$ cat src/rtl/logic_axi4_stream_downsizer_pkg.sv
// Shared helpers for the AXI4-Stream downsizer slice.
package logic_axi4_stream_downsizer_pkg;

    // Zero-width optional fields are still carried as a 1-bit stand-in signal.
    function automatic int clamp_width(input int width);
        return (width > 0) ? width : 1;
    endfunction

endpackage

$ cat src/rtl/logic_axi4_stream_if.sv
// Generic AXI4-Stream bundle; disabled sideband fields keep a 1-bit minimum width.
interface logic_axi4_stream_if #(
    parameter int TDATA_BYTES = 1,
    parameter int TDEST_WIDTH = 1,
    parameter int TUSER_WIDTH = 1,
    parameter int TID_WIDTH   = 1
) ();
    localparam int TDEST_W = (TDEST_WIDTH > 0) ? TDEST_WIDTH : 1;
    localparam int TUSER_W = (TUSER_WIDTH > 0) ? TUSER_WIDTH : 1;
    localparam int TID_W   = (TID_WIDTH > 0) ? TID_WIDTH : 1;

    logic                     tvalid;
    logic                     tready;
    logic [TDATA_BYTES*8-1:0] tdata;
    logic [TDATA_BYTES-1:0]   tkeep;
    logic [TDATA_BYTES-1:0]   tstrb;
    logic                     tlast;
    logic [TDEST_W-1:0]       tdest;
    logic [TUSER_W-1:0]       tuser;
    logic [TID_W-1:0]         tid;

    modport rx (input tvalid, tdata, tkeep, tstrb, tlast, tdest, tuser, tid, output tready);
    modport tx (output tvalid, tdata, tkeep, tstrb, tlast, tdest, tuser, tid, input tready);
endinterface

$ cat src/rtl/logic_axi4_stream_downsizer_last_index.sv
// Finds the final sub-beat to emit: the highest non-empty tkeep slice on a trimmed
// last beat, otherwise the full RATIO-1.
module logic_axi4_stream_downsizer_last_index
    import logic_axi4_stream_downsizer_pkg::*;
#(
    parameter int  RATIO          = 4,
    parameter int  TX_TDATA_BYTES = 1,
    localparam int RX_TDATA_BYTES = RATIO * TX_TDATA_BYTES,
    localparam int IDX_WIDTH      = clamp_width($clog2(RATIO))
) (
    input  logic [RX_TDATA_BYTES-1:0] i_tkeep,
    input  logic                      i_tlast,
    output logic [IDX_WIDTH-1:0]      o_last_index
);

    // Priority encode highest non-empty slice; an all-empty last beat still yields index 0.
    always_comb begin
        o_last_index = IDX_WIDTH'(RATIO - 1);
        if (i_tlast) begin
            o_last_index = '0;
            for (int k = 0; k < RATIO; k++) begin
                o_last_index = (|i_tkeep[k*TX_TDATA_BYTES +: TX_TDATA_BYTES]) ? IDX_WIDTH'(k) : o_last_index;
            end
        end else begin
            o_last_index = IDX_WIDTH'(RATIO - 1);
        end
    end

endmodule

$ cat src/rtl/logic_axi4_stream_downsizer.sv
// AXI4-Stream width reducer: one wide rx beat is replayed as RATIO narrow tx beats,
// least-significant slice first, with optional trimming of empty trailing slices.
module logic_axi4_stream_downsizer
    import logic_axi4_stream_downsizer_pkg::*;
#(
    parameter int RX_TDATA_BYTES = 4,
    parameter int TX_TDATA_BYTES = 1,
    parameter int TDEST_WIDTH    = 1,
    parameter int TUSER_WIDTH    = 1,
    parameter int TID_WIDTH      = 1,
    parameter bit USE_TLAST      = 1'b1,
    parameter bit USE_TKEEP      = 1'b1,
    parameter bit USE_TSTRB      = 1'b1
) (
    input logic             aclk,
    input logic             areset_n,
    logic_axi4_stream_if.rx rx,
    logic_axi4_stream_if.tx tx
);

    localparam int RATIO     = RX_TDATA_BYTES / TX_TDATA_BYTES;
    localparam int IDX_WIDTH = clamp_width($clog2(RATIO));
    localparam int TX_BITS   = TX_TDATA_BYTES * 8;
    localparam int RX_BITS   = RX_TDATA_BYTES * 8;
    localparam int TDEST_W   = clamp_width(TDEST_WIDTH);
    localparam int TUSER_W   = clamp_width(TUSER_WIDTH);
    localparam int TID_W     = clamp_width(TID_WIDTH);
    localparam bit TRIM_EN   = USE_TKEEP && USE_TLAST;

    typedef enum logic {EMPTY = 1'b0, SEND = 1'b1} state_t;

    if ((TX_TDATA_BYTES <= 0) || ((RX_TDATA_BYTES % TX_TDATA_BYTES) != 0)) begin : g_bad_ratio
        $error("RX_TDATA_BYTES must be a positive multiple of TX_TDATA_BYTES");
    end

    state_t                r_state;
    logic [IDX_WIDTH-1:0]  r_index;
    logic [RX_BITS-1:0]    r_data;
    logic [RX_TDATA_BYTES-1:0] r_keep;
    logic [RX_TDATA_BYTES-1:0] r_strb;
    logic                  r_last;
    logic [TDEST_W-1:0]    r_dest;
    logic [TUSER_W-1:0]    r_user;
    logic [TID_W-1:0]      r_id;

    state_t                w_state_nxt;
    logic [IDX_WIDTH-1:0]  w_index_nxt;
    logic [IDX_WIDTH-1:0]  w_last_index;
    logic                  w_load;
    logic                  w_at_last;

    logic_axi4_stream_downsizer_last_index #(
        .RATIO          (RATIO),
        .TX_TDATA_BYTES (TX_TDATA_BYTES)
    ) u_last_index (
        .i_tkeep      (r_keep),
        .i_tlast      (TRIM_EN && r_last),
        .o_last_index (w_last_index)
    );

    assign w_at_last = (r_index == w_last_index);

    // Next-state: refill from rx whenever the buffer is empty or its last slice is leaving.
    always_comb begin
        w_state_nxt = r_state;
        w_index_nxt = r_index;
        w_load      = 1'b0;
        case (r_state)
            EMPTY: begin
                if (rx.tvalid) begin
                    w_load      = 1'b1;
                    w_state_nxt = SEND;
                    w_index_nxt = '0;
                end else begin
                    w_state_nxt = EMPTY;
                end
            end
            SEND: begin
                if (tx.tready && w_at_last) begin
                    w_index_nxt = '0;
                    w_load      = rx.tvalid;
                    w_state_nxt = rx.tvalid ? SEND : EMPTY;
                end else if (tx.tready) begin
                    w_index_nxt = r_index + IDX_WIDTH'(1);
                end else begin
                    w_index_nxt = r_index;
                end
            end
            default: begin
                w_state_nxt = EMPTY;
                w_index_nxt = '0;
            end
        endcase
    end

    // State and sub-beat index register.
    always_ff @(posedge aclk or negedge areset_n) begin
        if (!areset_n) begin
            r_state <= EMPTY;
            r_index <= '0;
        end else begin
            r_state <= w_state_nxt;
            r_index <= w_index_nxt;
        end
    end

    // Stored rx beat; cleared on reset so tx payload reads zero.
    always_ff @(posedge aclk or negedge areset_n) begin
        if (!areset_n) begin
            r_data <= '0;
            r_keep <= '0;
            r_strb <= '0;
            r_last <= 1'b0;
            r_dest <= '0;
            r_user <= '0;
            r_id   <= '0;
        end else if (w_load) begin
            r_data <= rx.tdata;
            r_keep <= rx.tkeep;
            r_strb <= rx.tstrb;
            r_last <= rx.tlast;
            r_dest <= rx.tdest;
            r_user <= rx.tuser;
            r_id   <= rx.tid;
        end
    end

    // rx.tready is gated by reset so nothing is accepted while areset_n is low.
    assign rx.tready = areset_n && ((r_state == EMPTY) || (tx.tready && w_at_last));
    assign tx.tvalid = (r_state == SEND);
    assign tx.tdata  = r_data[int'(r_index)*TX_BITS +: TX_BITS];
    assign tx.tkeep  = USE_TKEEP ? r_keep[int'(r_index)*TX_TDATA_BYTES +: TX_TDATA_BYTES] : '1;
    assign tx.tstrb  = USE_TSTRB ? r_strb[int'(r_index)*TX_TDATA_BYTES +: TX_TDATA_BYTES] : '1;
    assign tx.tlast  = USE_TLAST ? (r_last && w_at_last) : 1'b1;
    assign tx.tdest  = (TDEST_WIDTH > 0) ? r_dest : '0;
    assign tx.tuser  = (TUSER_WIDTH > 0) ? r_user : '0;
    assign tx.tid    = (TID_WIDTH > 0) ? r_id : '0;

endmodule

$ cat src/flat_wrapper.sv
// flat-port wrapper written by rule: the top's interface ports become plain ports
module logic_axi4_stream_downsizer_flat import logic_axi4_stream_downsizer_pkg::*;
#(
    parameter int RX_TDATA_BYTES = 4,
    parameter int TX_TDATA_BYTES = 1,
    parameter int TDEST_WIDTH    = 1,
    parameter int TUSER_WIDTH    = 1,
    parameter int TID_WIDTH      = 1,
    parameter bit USE_TLAST      = 1'b1,
    parameter bit USE_TKEEP      = 1'b1,
    parameter bit USE_TSTRB      = 1'b1
)
  (aclk, areset_n, rx_tvalid, rx_tdata, rx_tkeep, rx_tstrb, rx_tlast, rx_tdest, rx_tuser, rx_tid, rx_tready, tx_tvalid, tx_tdata, tx_tkeep, tx_tstrb, tx_tlast, tx_tdest, tx_tuser, tx_tid, tx_tready);
  logic_axi4_stream_if #(.TDATA_BYTES(4), .TDEST_WIDTH(TDEST_WIDTH), .TUSER_WIDTH(TUSER_WIDTH), .TID_WIDTH(TID_WIDTH)) rx_i ();
  logic_axi4_stream_if #(.TDATA_BYTES(1), .TDEST_WIDTH(TDEST_WIDTH), .TUSER_WIDTH(TUSER_WIDTH), .TID_WIDTH(TID_WIDTH)) tx_i ();
  input logic aclk;
  input logic areset_n;
  input wire logic [$bits(rx_i.tvalid)-1:0] rx_tvalid;
  input wire logic [$bits(rx_i.tdata)-1:0] rx_tdata;
  input wire logic [$bits(rx_i.tkeep)-1:0] rx_tkeep;
  input wire logic [$bits(rx_i.tstrb)-1:0] rx_tstrb;
  input wire logic [$bits(rx_i.tlast)-1:0] rx_tlast;
  input wire logic [$bits(rx_i.tdest)-1:0] rx_tdest;
  input wire logic [$bits(rx_i.tuser)-1:0] rx_tuser;
  input wire logic [$bits(rx_i.tid)-1:0] rx_tid;
  output wire logic [$bits(rx_i.tready)-1:0] rx_tready;
  output wire logic [$bits(tx_i.tvalid)-1:0] tx_tvalid;
  output wire logic [$bits(tx_i.tdata)-1:0] tx_tdata;
  output wire logic [$bits(tx_i.tkeep)-1:0] tx_tkeep;
  output wire logic [$bits(tx_i.tstrb)-1:0] tx_tstrb;
  output wire logic [$bits(tx_i.tlast)-1:0] tx_tlast;
  output wire logic [$bits(tx_i.tdest)-1:0] tx_tdest;
  output wire logic [$bits(tx_i.tuser)-1:0] tx_tuser;
  output wire logic [$bits(tx_i.tid)-1:0] tx_tid;
  input wire logic [$bits(tx_i.tready)-1:0] tx_tready;
  assign rx_i.tvalid = rx_tvalid;
  assign rx_i.tdata = rx_tdata;
  assign rx_i.tkeep = rx_tkeep;
  assign rx_i.tstrb = rx_tstrb;
  assign rx_i.tlast = rx_tlast;
  assign rx_i.tdest = rx_tdest;
  assign rx_i.tuser = rx_tuser;
  assign rx_i.tid = rx_tid;
  assign rx_tready = rx_i.tready;
  assign tx_tvalid = tx_i.tvalid;
  assign tx_tdata = tx_i.tdata;
  assign tx_tkeep = tx_i.tkeep;
  assign tx_tstrb = tx_i.tstrb;
  assign tx_tlast = tx_i.tlast;
  assign tx_tdest = tx_i.tdest;
  assign tx_tuser = tx_i.tuser;
  assign tx_tid = tx_i.tid;
  assign tx_i.tready = tx_tready;
  logic_axi4_stream_downsizer #(.RX_TDATA_BYTES(RX_TDATA_BYTES), .TX_TDATA_BYTES(TX_TDATA_BYTES), .TDEST_WIDTH(TDEST_WIDTH), .TUSER_WIDTH(TUSER_WIDTH), .TID_WIDTH(TID_WIDTH), .USE_TLAST(USE_TLAST), .USE_TKEEP(USE_TKEEP), .USE_TSTRB(USE_TSTRB)) u_core (.aclk(aclk), .areset_n(areset_n), .rx(rx_i), .tx(tx_i));
endmodule
$ cat config.mk
export PLATFORM = sky130hd
export DESIGN_NAME = logic_axi4_stream_downsizer_flat
export DESIGN_NICKNAME = d
export VERILOG_FILES = /design/src/rtl/logic_axi4_stream_downsizer_pkg.sv /design/src/rtl/logic_axi4_stream_if.sv /design/src/rtl/logic_axi4_stream_downsizer_last_index.sv /design/src/rtl/logic_axi4_stream_downsizer.sv /design/src/flat_wrapper.sv
export SDC_FILE = /design/constraint.sdc
export NUM_CORES = 1
export LEC_CHECK = 0
export ABC_AREA = 1
export CAP_MARGIN = 20
export CORE_ASPECT_RATIO = 1.75
export CORE_MARGIN = 4
export CORE_UTILIZATION = 51
export CTS_CLUSTER_DIAMETER = 40
export CTS_CLUSTER_SIZE = 24
export DETAILED_ROUTE_END_ITERATION = 10
export PLACE_DENSITY = 0.84
export SLEW_MARGIN = 40
export SYNTH_ARGS = -nofsm -noshare
export SYNTH_HDL_FRONTEND = slang
export SYNTH_HIERARCHICAL = 1
export SYNTH_SLANG_ARGS = --single-unit
export TNS_END_PERCENT = 30
$ cat constraint.sdc
create_clock -name aclk -period 2.2 [get_ports aclk]
set_input_delay 0.22 -clock aclk [delete_from_list [all_inputs] [get_ports aclk]]
set_output_delay 0.22 -clock aclk [all_outputs]
set_load 0.005 [all_outputs]
=== After elaboration in Yosys (flattened, before gate mapping) ===
Index checks and enable logic that the tools add are counted.

* Flip-flop bits (word level): 47
* Input port bits: 48
* Output and inout bits: 16
* Word-level logic and storage cells: 35

* Add/sub/neg operators: 1
* Eq/ne operators: 3
* Shift operators: 3
* Muxes and demuxes: 13
* Bitwise gates (word level): 1
* Reduce and logical (&&, ||, !) cells: 5

{| class="wikitable"
|+ Operators with widths
! kind !! number
|-
| $shiftx A32 B6 Y8 || 1
|-
| $mux W2 || 6
|-
| $shiftx A4 B3 Y1 || 2
|-
| $mux W1 || 4
|-
| $pmux W1 S2 || 2
|-
| $pmux W2 S2 || 1
|-
| $logic_and A1 B1 Y1 || 3
|-
| $ne A3 B3 Y1 const B || 1
|-
| $add A2 B1 Y2 const B || 1
|-
| $eq A2 B2 Y1 || 1
|-
| $ne A2 B2 Y1 const B || 1
|-
| $reduce_and A2 Y1 || 1
|-
| $logic_or A1 B1 Y1 || 1
|-
| $not A1 Y1 || 1
|}

=== Depth between registers and ports, before layout ===
* Depth in word-level cells: 8
* Depth in mapped cells: 12
* Mapped depth without buffers: 11

=== Cells and area by module ===
Netlist, hierarchy kept.

{| class="wikitable"
|+ By module, submodules not included
! module !! instances !! cells each !! area an instance (um2) !! seq. area each (um2)
|-
| logic_axi4_stream_downsizer || 1 || 275 || 2285.9 || 1176.1
|-
| logic_axi4_stream_downsizer_last_index || 1 || 6 || 25.0 || 0.0
|}

=== Worst setup path before layout ===
No wires, ideal clock.

* Path type: reg2reg
* Start point: register u_core.r_keep[3]
* End point: register u_core.r_keep[0]
* Library setup time: 0.065 ns
* Data arrival time: 1.313 ns
* Data required time: 2.135 ns
* Path slack: 0.822 ns
* Stages on the path, launching flop included: 10
* Buffers on the path: 2
* Clock period less this slack: 1.378 ns
* Path through: dfrtp_1 > nor2_2 > nand2_1 > xnor2_1 > nand3_2 > nand2_2 > buf_6 > buf_6 > nand3_1 > nand2_1

* Cells in the longest elaborated chain, start to end: 6

{| class="wikitable"
|+ Ends and longest elaborated chain
! what !! RTL line !! source
|-
| start, declared || logic_axi4_stream_downsizer.sv:39 || <nowiki>logic [RX_TDATA_BYTES-1:0] r_keep;</nowiki>
|-
| start signal, assigned || logic_axi4_stream_downsizer.sv:119 || <nowiki>r_keep <= rx.tkeep;</nowiki>
|-
| $mux W2 || logic_axi4_stream_downsizer_last_index.sv:22 || <nowiki>o_last_index = (|i_tkeep[k*TX_TDATA_BYTES +: TX_TDATA_BYTES]) ? IDX_WIDTH'(k) : o_last_index;</nowiki>
|-
| $mux W2 || logic_axi4_stream_downsizer_last_index.sv:19 || <nowiki>if (i_tlast) begin</nowiki>
|-
| via u_core.w_last_index[0] || logic_axi4_stream_downsizer.sv:48 || <nowiki>logic [IDX_WIDTH-1:0] w_last_index;</nowiki>
|-
| $eq A2 B2 Y1 || logic_axi4_stream_downsizer.sv:61 || <nowiki>assign w_at_last = (r_index == w_last_index);</nowiki>
|-
| $logic_and A1 B1 Y1 || logic_axi4_stream_downsizer.sv:79 || <nowiki>if (tx.tready && w_at_last) begin</nowiki>
|-
| $mux W1 || logic_axi4_stream_downsizer.sv:79 ||
|-
| $pmux W1 S2 || logic_axi4_stream_downsizer.sv:68 || <nowiki>case (r_state)</nowiki>
|}

The timed path passes the listed nets, and every way through them passes these cells.
A chain may end at the register's enable or synchronous reset.

=== Final worst setup path ===
* Start point: register u_core.r_keep[3]
* End point: output rx_tready

* Cells in the longest elaborated chain, start to end: 6

{| class="wikitable"
|+ Ends and longest elaborated chain
! what !! RTL line !! source
|-
| $mux W2 || logic_axi4_stream_downsizer_last_index.sv:22 ||
|-
| $mux W2 || logic_axi4_stream_downsizer_last_index.sv:19 ||
|-
| via u_core.w_last_index[1] || logic_axi4_stream_downsizer.sv:48 ||
|-
| $eq A2 B2 Y1 || logic_axi4_stream_downsizer.sv:61 ||
|-
| $logic_and A1 B1 Y1 || logic_axi4_stream_downsizer.sv:129 || <nowiki>assign rx.tready = areset_n && ((r_state == EMPTY) || (tx.tready && w_at_last));</nowiki>
|-
| $logic_or A1 B1 Y1 || logic_axi4_stream_downsizer.sv:129 ||
|-
| $logic_and A1 B1 Y1 || logic_axi4_stream_downsizer.sv:129 ||
|-
| end, declared || flat_wrapper.sv:26 || <nowiki>output wire logic [$bits(rx_i.tready)-1:0] rx_tready;</nowiki>
|}

The timed path passes the listed nets, and every way through them passes these cells.

==> impl_metrics.py <==
metrics = {
    "run_status": {
        "outcome": "finished, final reports clean",
    },
    "floorplan": {
        "die_x_um": 58.9,
        "ioPinCount": 64,
        "die_area_mm2": 0.00571,
        "start_util_pct": 52.5,
        "fp.dieH_um": 97.1,
        "design.core.area_mm2": 0.00440,
        "std_cell_rows": 32,
    },
    "synth": {
        "synthMuxAreaShare_pct": 0,
        "yosys.area_share.simple_pct": 33.2,
        "syn_inst": 281,
        "synth-seq-cells": 47,
        "synth_nets": 329,
        "synthXorXnorAreaFrac_pct": 0.379,
        "avgSynthCellArea_um2": 8.22,
        "yosysWarnings": 6,
        "synth_compound_area_share_pct": 8.34,
        "seq_area_frac_synth_pct": 50.9,
        "synth_top_family_by_area": "simple AND/OR/NAND/NOR gates",
        "synth_cell_types": 21,
        "synthesis.area_mm2": 0.00231,
        "synth_fa_ha_area_share_pct": 0,
    },
    "setup_path": {
        "worst_ep_arrival_time_ps": 1860,
        "critical_path.cell_chain": "nor2_2 > nand2_1 > inv_1 > nand2_1 > nand2_1 > nand3_2 > a21boi_1 > clkdlybuf4s50_1",
        "crit_type": "register to output port",
        "cp-start-kind": "register",
        "path_delay_family": "buffers and inverters",
        "cp_slowest_cell": "clkdlybuf4s50_1",
        "end_kind": "output port",
        "critPathMaxStageDelay_ps": 510,
        "cp_max_fo": 3,
        "cp.required_ps": 1980,
        "cpMostUsedCell": "nand2_1",
        "cp_num_buf_inv": 2,
    },
    "power_and_ir_drop": {
        "worst_ir_drop_vdd_uv": 1100,
        "seq_power_share_pct": 36.8,
        "p_int_mw": 2.50,
        "p_per_area_mw_per_mm2": 1370,
        "power.leakage_nw": 1.49,
        "switching_share_pct": 40.2,
        "pwr-share-comb_pct": 51.2,
        "power_frac_clock_pct": 12.0,
        "power.switching_mw": 1.68,
    },
    "finish": {
        "finalInstanceArea_mm2": 0.00304,
        "drive_above_1_share_pct": 10.5,
        "final_cell_mix": "nand2_1 (101), clkdlybuf4s50_1 (61), dfrtp_1 (47)",
        "syn_to_final_growth_pct": 31.3,
        "ff_latch_area_mm2": 0.00118,
        "multiInputGateArea_um2": 977,
        "fin_cells": 395,
        "layout_commonest_cell": "nand2_1",
        "fill_cells": 376,
        "n_antenna_cell": 0,
        "final_nets": 391,
    },
    "hold_path": {
        "hp-class": "input port to async pin",
    },
    "detailed_routing": {
        "drt_iter0_markers": 59,
        "viasPerCell": 5.51,
        "routed-via-count": 2175,
        "ant_nets": 0,
        "wirelength_mm": 5.96,
        "drcViolationCount": 0,
        "dr.pass1.iters": 4,
        "wire_per_inst_um": 15.1,
    },
    "placed_design": {
        "gp_congestion": 0.890,
        "dpl.hpwl_mm": 4.26,
        "place_ws_ps": 350,
        "dp_cells": 387,
        "port_buffers": 63,
        "dpl-instance-area_mm2": 0.00295,
    },
    "global_route": {
        "grt_use_total_pct": 22.7,
        "grt_overflow": 0,
        "grt_max_degree": 48,
        "grt_pass1_vias": 2239,
        "grt_pass1_wl_mm": 10.1,
        "grt_antenna_before_repair": 0,
    },
    "clock_network": {
        "clk-insertion-delay-late_ps": 300,
        "clock-sinks": 47,
        "clk_pin_slew_ps": 80,
        "cts_tree": "done",
        "root_buffer": "clkbuf_8",
        "cts.path.max_buffers": 2,
        "h-tree-depth": 2,
        "post_cts_buffers": 0,
        "cts_buffers": 5,
    },
    "sta": {
        "fin_setup_tns_ps": 0,
        "fin_crit_sh_pct": 94.7,
        "hold_viol_final": 0,
        "skew_ps": 4.55,
        "setup_violations": 0,
        "fmax_ghz": 0.480,
        "relSlewSlack_pct": 60.4,
        "worst_slew_pin_slew_ps": 594,
        "post-route-min-period_ps": 2080,
        "rsz0062_at_grt": "false",
        "maxSlewViolCount": 0,
        "worst_slack_ps": 116,
    },
    "run": {
        "maxCapViolCount": 0,
    },
}
[cell type report]
type	instances	share of cell area, %
timing repair buffer	75	23.4
clock inverter	1	0.165
tap	51	2.10
inverter	7	0.866
clock buffer	7	2.51
sequential	47	38.7
multi-input combinational	207	32.2
[power by group through the flow]
stage,sequential (mW),clock (mW),combinational (mW)
floorplan,1.45,0,1.35
global placement,1.52,0,2.06
detailed placement,1.54,0,2.12
CTS,1.52,0.510,2.14
global route,1.58,0.557,2.40
finish,1.53,0.502,2.14
[per-stage QoR]
step           total power [mW]  hold slack [ps]  utilization (%)
6_report                   4.17             21.9             68.9
5_1_grt                    4.53             87.8             68.9
4_1_cts                    4.17             55.1             68.8
3_5_place_dp               3.65              381             66.9
3_3_place_gp               3.58              368             66.9
2_1_floorplan              2.80            -75.6                -
[per-layer routing]
layer	track usage (%)	share of wire (%)
met1	26.7	38
met2	38.0	53
met3	3.06	4.3
met4	13.3	3.9
met5	0	0
[final timing paths]
kind	start	to	slack (ps)	cells past startpoint
min reg2reg	u_core/r_data[12]$_DFFE_PN0P_	u_core/r_data[12]$_DFFE_PN0P_	480	2
max reg2reg	u_core/r_keep[3]$_DFFE_PN0P_	u_core/r_data[9]$_DFFE_PN0P_	500	10
max in group asynchronous	areset_n	u_core/r_index[0]$_DFFE_PN0P_	1770	2
min	areset_n	u_core/tx.tvalid$_DFF_PN0_	20	2
max	u_core/r_keep[3]$_DFFE_PN0P_	rx_tready	120	8
min in group aclk	rx_tvalid	u_core/r_data[17]$_DFFE_PN0P_	340	3
[repair_timing]
item                       CTS  global route
hold buffers                 0             0
setup endpoints to repair    0             5
resized for setup            0             3
[Yosys cell counts, drive strengths merged]
| library cell | number | share of area, % |
|---|---|---|
| buf | 14 | 5.0 |
| o211ai | 1 | 0.32 |
| and3 | 1 | 0.27 |
| clkbuf | 6 | 0.97 |
| nand3 | 45 | 12 |
| xnor2 | 1 | 0.38 |
| inv | 7 | 1.1 |
| o21ai | 21 | 4.5 |
| o22ai | 10 | 2.7 |
| a21oi | 2 | 0.43 |
| nor2 | 22 | 3.7 |
| nand2 | 103 | 17 |
| a21boi | 1 | 0.32 |
| dfrtp | 47 | 51 |
[cells by family (layout without fill, tap and decap cells)]
kind of cell | after synthesis | count (layout)
AOI/OAI and AO/OA | 35 | 35
xor gates and xnor gates | 1 | 1
buffers and inverters | 27 | 90
DFF | 47 | 47
and+or+nand+nor | 171 | 171
[worst reg2reg max path, delay by kind of cell, from the launching register on]
family        cells  cell delay (ps)
buf+inv           1               60
flops             1              410
simple gates      9             1140
[registers in the layout, indices dropped and copies added (netlist names), 2 cells and up]
signal          flops
u_core/r_strb       4
u_core/r_index      2
u_core/r_data      32
u_core/r_keep       4
Note: power is estimated with default switching activity, not from simulation.
